$ cat config.mk
export PLATFORM = sky130hd
export DESIGN_NAME = adc_conv_ctrl
export DESIGN_NICKNAME = d
export VERILOG_FILES = /design/src/rtl/adc_conv_ctrl.sv
export SDC_FILE = /design/constraint.sdc
export NUM_CORES = 1
export LEC_CHECK = 0
export ABC_AREA = 1
export CAP_MARGIN = 10
export CORE_ASPECT_RATIO = 0.9
export CORE_MARGIN = 5
export CORE_UTILIZATION = 53
export CTS_BUF_LIST = sky130_fd_sc_hd__clkbuf_2
export DETAILED_ROUTE_END_ITERATION = 16
export PLACE_DENSITY = 0.86
export SYNTH_ARGS = -nofsm -noshare
export SYNTH_HDL_FRONTEND = slang
export SYNTH_SLANG_ARGS = --single-unit
$ cat constraint.sdc
create_clock -name clk -period 2.3 [get_ports clk]
set_clock_uncertainty 0.05 [all_clocks]
set_input_delay 0.23 -clock clk [delete_from_list [all_inputs] [get_ports clk]]
set_output_delay 0.23 -clock clk [all_outputs]
set_load 0.005 [all_outputs]
$ cat src/rtl/adc_conv_ctrl.sv
// Conversion sequencer for a 4-bit flash ADC: track/hold and latch timing,
// per-conversion averaging of encoder codes and thermometer bubble detection.
module adc_conv_ctrl #(
  parameter int unsigned TRACK_CYC  = 4,
  parameter int unsigned SETTLE_CYC = 2,
  parameter int unsigned AVG_LOG2   = 2
) (
  input  logic        clk,
  input  logic        rst,
  input  logic        start,
  input  logic        abort,
  input  logic [14:0] therm_in,
  input  logic [3:0]  code_in,
  output logic        sh_track,
  output logic        cmp_latch,
  output logic        busy,
  output logic        done,
  output logic [3:0]  data_out,
  output logic        err
);

  localparam int unsigned ACC_W = 4 + AVG_LOG2;
  localparam int unsigned CNT_W = AVG_LOG2 + 1;
  localparam logic [CNT_W-1:0] LAST_SAMPLE = CNT_W'((1 << AVG_LOG2) - 1);
  localparam logic [7:0] TRACK_LAST  = 8'(TRACK_CYC - 1);
  localparam logic [7:0] SETTLE_LAST = 8'(SETTLE_CYC - 1);

  typedef enum logic [2:0] {
    S_IDLE,
    S_TRACK,
    S_SETTLE,
    S_LATCH,
    S_CAPTURE,
    S_DONE
  } state_t;

  state_t             state, state_next;
  logic [7:0]         tmr;
  logic [ACC_W-1:0]   acc;
  logic [ACC_W-1:0]   acc_sum;
  logic [ACC_W-1:0]   avg;
  logic [CNT_W-1:0]   cnt;
  logic               err_int;
  logic               bubble;
  logic               last_sample;

  // A legal thermometer word plus one is a power of two, so it shares no set bit with itself.
  assign bubble      = |(therm_in & (therm_in + 15'd1));
  assign acc_sum     = acc + ACC_W'(code_in);
  assign avg         = acc_sum >> AVG_LOG2;
  assign last_sample = (cnt == LAST_SAMPLE);

  always_comb begin
    // NOTE: every output of this block gets a default first so no path leaves one unassigned (no latch).
    state_next = state;
    sh_track   = 1'b0;
    cmp_latch  = 1'b0;
    busy       = 1'b0;
    done       = 1'b0;
    unique case (state)
      S_IDLE: begin
        if (start && !abort) state_next = S_TRACK;
      end
      S_TRACK: begin
        sh_track = 1'b1;
        busy     = 1'b1;
        if (abort)                    state_next = S_IDLE;
        else if (tmr == TRACK_LAST)   state_next = S_SETTLE;
      end
      S_SETTLE: begin
        busy = 1'b1;
        if (abort)                    state_next = S_IDLE;
        else if (tmr == SETTLE_LAST)  state_next = S_LATCH;
      end
      S_LATCH: begin
        cmp_latch = 1'b1;
        busy      = 1'b1;
        state_next = abort ? S_IDLE : S_CAPTURE;
      end
      S_CAPTURE: begin
        busy = 1'b1;
        if (abort)            state_next = S_IDLE;
        else if (last_sample) state_next = S_DONE;
        else                  state_next = S_TRACK;
      end
      S_DONE: begin
        done       = 1'b1;
        state_next = S_IDLE;
      end
      default: state_next = S_IDLE;
    endcase
  end

  always_ff @(posedge clk) begin
    if (rst) begin
      state    <= S_IDLE;
      tmr      <= '0;
      acc      <= '0;
      cnt      <= '0;
      err_int  <= 1'b0;
      data_out <= '0;
      err      <= 1'b0;
    end else begin
      // NOTE: sequential state uses non-blocking assignments so every register sees pre-edge values.
      state <= state_next;
      tmr   <= (state_next != state) ? 8'd0 : tmr + 8'd1;
      if (state == S_IDLE && start && !abort) begin
        acc     <= '0;
        cnt     <= '0;
        err_int <= 1'b0;
      end
      if (state == S_CAPTURE && !abort) begin
        acc     <= acc_sum;
        cnt     <= cnt + 1'b1;
        err_int <= err_int | bubble;
        // Result registers load on the final capture so they are valid during the DONE cycle.
        if (last_sample) begin
          data_out <= avg[3:0];
          err      <= err_int | bubble;
        end
      end
    end
  end

endmodule

; ---- After elaboration in Yosys (flattened, before gate mapping)
; Index checks and enable logic that the tools add are counted.
[classes]
addsub = 4
eq_ne = 9
n_mux = 19
bitwise_logic = 2
n_reduce_logical = 11
[op_table]
columns = cell, n
row1 = 2-to-1 mux 3 bit, 10
row2 = "adder 15 x 1 -> 15 bit, second input constant", 1
row3 = bitwise AND 15 bit, 1
row4 = one-hot mux 3 bit (5 select lines), 1
row5 = OR reduction 15 bit, 1
row6 = 2-to-1 mux 6 bit, 2
row7 = "== test 3 x 2 -> 1 bit, second input constant", 3
row8 = "adder 8 x 1 -> 8 bit, second input constant", 1
row9 = "== test 8 x 1 -> 1 bit, second input constant", 1
row10 = "== test 8 x 2 -> 1 bit, second input constant", 1
row11 = adder 6 x 4 -> 6 bit, 1
row12 = "== test 3 bit, second input constant", 2
row13 = 2-to-1 mux 1 bit, 6
row14 = logical AND 1 bit, 4
row15 = OR reduction 4 bit, 1
row16 = "adder 3 x 1 -> 3 bit, second input constant", 1
row17 = "== test 3 x 1 -> 1 bit, second input constant", 1
row18 = zero test 3 bit, 1
row19 = != test 3 bit, 1
row20 = AND reduction 2 bit, 1
row21 = nonzero test 2 bit, 1
row22 = OR reduction 2 bit, 1
row23 = zero test 1 bit, 1
row24 = bitwise OR 1 bit, 1
[word_totals]
regBits = 26
in_bits = 23
wordCells = 52

; ---- Depth between registers and ports, before layout
[logic_depth]
word_depth = 6
ltp_mapped = 10
depth_no_buf = 10

; ---- Worst setup path before layout
; No wires, ideal clock.
[synth_path]
path_kind = register to register
from = register acc[0]
to = register acc[4]
arrival_ns = 1.482
path_slack_ns = 0.697
path_stages_with_launch = 9
path_buffers = 0
synth_period_minus_slack_ns = 1.603
cell_sequence = dfxtp_1 > ha_1 > inv_1 > fa_1 > o21ai_0 > a21oi_1 > xnor2_1 > nand2_1 > a21oi_1
[synth_between]
elab_chain_cells = 2
[synth_rtl]
columns = element, line_no
row1 = start: declaration, 39  ; logic [ACC_W-1:0] acc;
row2 = start signal: assignment, 113  ; acc <= acc_sum;
row3 = adder 6 x 4 -> 6 bit, 49  ; assign acc_sum = acc + ACC_W'(code_in);
row4 = 2-to-1 mux 6 bit, 112  ; if (state == S_CAPTURE && !abort) begin
; Every way passes these cells.
; A chain may end at the register's enable or synchronous reset.

; ---- Worst setup path after layout
[layout_path]
from = register state[1]
to = output port busy
[layout_between]
elab_chain_cells = 3
elab_cells_between_ends = 6
[layout_rtl]
columns = element, line_no
row1 = start: declaration, 37  ; state_t state, state_next;
row2 = start signal: assignment, 105  ; state <= state_next;
row3 = == test 3 bit (tied with other cells), 60  ; unique case (state)
row4 = OR reduction 4 bit (no source line) *, --
row5 = 2-to-1 mux 1 bit *, 60
row6 = end: declaration, 16  ; output logic busy,
; Every way passes the cells marked *; elsewhere a longest branch is shown, timed or not.

==> results.yml <==
status:
  status: "finished clean"
clock_tree:
  tritoncts_num_sinks: 26
  tritoncts.num_buffers: 3
  max-clock-path-buffers: 2
  cts_hold_buffers: 0
  clkTransAtPathRegs_ns: 0.24
  tritoncts_clock_tree: "done"
  cts_post_setup_buffers_inserted: 0
  cts_root_buffer: "clkbuf_2"
  cts-resized-gates: 0
  clock_latency_ns: 0.33
  cts_max_level: 1
timing:
  timing.final.crit_period_ns: 2.131
  setup_total_negative_slack_ns: 0
  timing.fmax_ghz: 0.4693
  final-max-slew-violation-count: 0
  setup_viol: 0
  hold_violations: 0
  worst_pin_slew_ns: 0.4545
  timing.final.crit_share: 0.9265
  relSlewSlack: 0.6956
  rsz0062_at_grt: "false"
drt:
  wl_per_cell_um: 11.56
  routed_wl_mm: 3.284
  drt-initial-drc-count: 74
  vias: 1424
  drc: 0
  drt-vias-per-instance: 5.014
  detail-route-antenna-nets: 0
  detailedRoute.firstPassIterationCount: 4
synthesis:
  netlist_top_cells_area: "dfxtp_1 34%, nand2_1 10%, inv_1 7.0%"
  synth_cells: 211
  synthDistinctLibCells: 34
  yosys.area.top_type_share: 0.3355
  syn_avg_cell_area_um2: 7.353
  synth_nets: 243
  synth.yosys.seq_area_share: 0.3355
  post-synth-top-area-cell: "dfxtp_1"
  ys_seq_elements: 26
  synth_area_mm2: 0.001551
  ys.warnings.count: 0
global_routing:
  wire_length_of_the_first_global_routing_pass_mm: 5.368
  gr-total-overflow: 0
  first_global_vias: 1270
  track_usage: 0.1682
  antenna_found_initial: 0
  grt_max_degree: 16
critical_path:
  worst_ep_required_time_ns: 2.02
  ff2ff_setup_slack_ns: 0.48
  critical_path.startpoint_type: "register"
  rr_endpoint: "acc[4]$_SDFFE_PP0P_"
  r2r-start: "acc[0]$_SDFFE_PP0P_"
  setup.worst_path.end: "busy"
  timing.setup.critical_path_class: "reg -> out"
  crit_arrival_ns: 1.85
  cp_max_fo: 6
  endpoint_kind: "output pin"
  worstRegToRegCells: 8
  critical_path.startpoint: "state[1]$_SDFF_PP0_"
floorplan:
  core_region_area_mm2: 0.002770
  die_w_um: 67.03
  io-pin-count: 32
  fp.dieH_um: 61.33
  die-area_mm2: 0.004111
  initial_utilization: 0.5601
  core.rowCount: 18
final_layout:
  area.growth.synth_to_final_pct: 23.87
  design.final.nets: 277
  layout-drive-gt1-share: 0.1066
  n_fill_cell: 242
  final_core_util: 0.6938
  antenna-diode-count: 0
job:
  max-cap-violations: 0
power_and_ir_drop:
  total_leakage_power_uw: 0.0008060
  power_density_mw_per_mm2: 389.6
  worst_ir_drop_vdd_mv: 0.3004
placement:
  io_buffers: 31
  finalWeightedCongestion: 0.8566
  half_perimeter_wire_length_of_the_detailed_placement_result_mm: 2.610
hold_path:
  worst_hold_path_type: "reg -> reg"
==> sequential cells by signal (all words and copies together), names as in the netlist <==
signal,cells
tmr,8
acc,6
data_out,4
cnt,3
state,3
err,1
err_int,1
==> worst max-delay path: stages (launching register included) <==
cell,delay (ns)
dfxtp_1,0.54
inv_1,0.12
nor2_1,0.15
nand2_1,0.09
o211ai_1,0.08
clkdlybuf4s50_1,0.53
==> layer usage <==
metal	track usage	routed length [um]
met4	0.06936	48
met5	0	0
met1	0.2172	1582
met2	0.2885	1539
met3	0.01825	113
==> worst min path at each step <==
stage | from | to | slack, ns | cells past startpoint
after CTS | data_out[0]$_SDFFE_PP0P_ | data_out[0]$_SDFFE_PP0P_ | 0.43 | 2
after floorplan | abort | acc[0]$_SDFFE_PP0P_ | 0.36 | 3
after global placement | err_int$_SDFFE_PP0P_ | err_int$_SDFFE_PP0P_ | 0.40 | 2
after global routing | err_int$_SDFFE_PP0P_ | err_int$_SDFFE_PP0P_ | 0.45 | 2
after detailed placement | data_out[0]$_SDFFE_PP0P_ | data_out[0]$_SDFFE_PP0P_ | 0.41 | 2
final | data_out[0]$_SDFFE_PP0P_ | data_out[0]$_SDFFE_PP0P_ | 0.43 | 2
==> cell type report <==
cell class	count	area, um2	share of cell area
Inverter	32	120.1	0.06250
Sequential cell	26	520.5	0.2708
Timing Repair Buffer	33	325.3	0.1693
Clock inverter	1	3.754	0.001953
Multi-Input combinational cell	149	887.1	0.4616
Tap cell	40	50.05	0.02604
Clock buffer	3	15.01	0.007813
==> placed cells by master (no fill, tap or decap), types with 6 or more instances in the layout <==
master            n
nand2_1          43
clkdlybuf4s50_1  31
a21oi_1          15
inv_1            29
dfxtp_1          26
nor2_1           15
o21ai_0           8
nor2_2            9
nand4_1           7
xnor2_1           6
ha_1              8
nand3_1           9
==> synthesized netlist by cell type <==
master,number
dfxtp_1,26
inv_2,3
nor2_4,1
nor3_2,2
nand3_1,9
nor2_2,9
nand4_1,7
buf_2,1
or2_0,2
o211ai_1,3
o31ai_1,1
nand3_4,1
clkbuf_1,2
nand2_1,43
nor3b_1,1
a31oi_1,1
o22ai_1,1
nor3_1,2
o21ai_0,8
inv_1,29
buf_6,1
xnor2_1,6
a21oi_1,15
o21ai_1,3
nor2_8,1
nand3_2,1
nor2_1,15
xor2_1,3
fa_1,1
ha_1,8
nand2_2,1
nand2_4,2
a22oi_1,1
o21bai_1,1
==> cell families after synthesis <==
| group | count (synthesis) | share of synthesized area |
|---|---|---|
| compound gates | 34 | 0.1210 |
| flops | 26 | 0.3355 |
| buf+inv | 36 | 0.09274 |
| xor+xnor | 9 | 0.05081 |
| simple gates | 97 | 0.3226 |
| fa+ha+maj | 9 | 0.07742 |
==> metrics by stage <==
step | instances | hold slack [ns] | setup slack, ns | total power (uW) | cell area (um2)
finish | 284 | 0.4307 | 0.1690 | 748.8 | 1922
global route | 284 | 0.4497 | 0.01923 | 789.9 | 1922
CTS | 284 | 0.4333 | 0.1612 | 752.1 | 1922
detailed placement | 280 | 0.4072 | 0.1216 | 586.1 | 1903
global placement | 280 | 0.4022 | 0.2699 | 584.7 | 1903
floorplan | 211 | 0.3642 | 0.6972 | 526.9 | 1551
==> power by group <==
part | leakage (uW) | internal (uW) | switching (uW)
logic | 0.000582 | 60.5 | 55.2
registers | 0.000210 | 457 | 5.72
clock network | 0.0000140 | 37.8 | 133
Note: power is estimated with default switching activity, not from simulation.
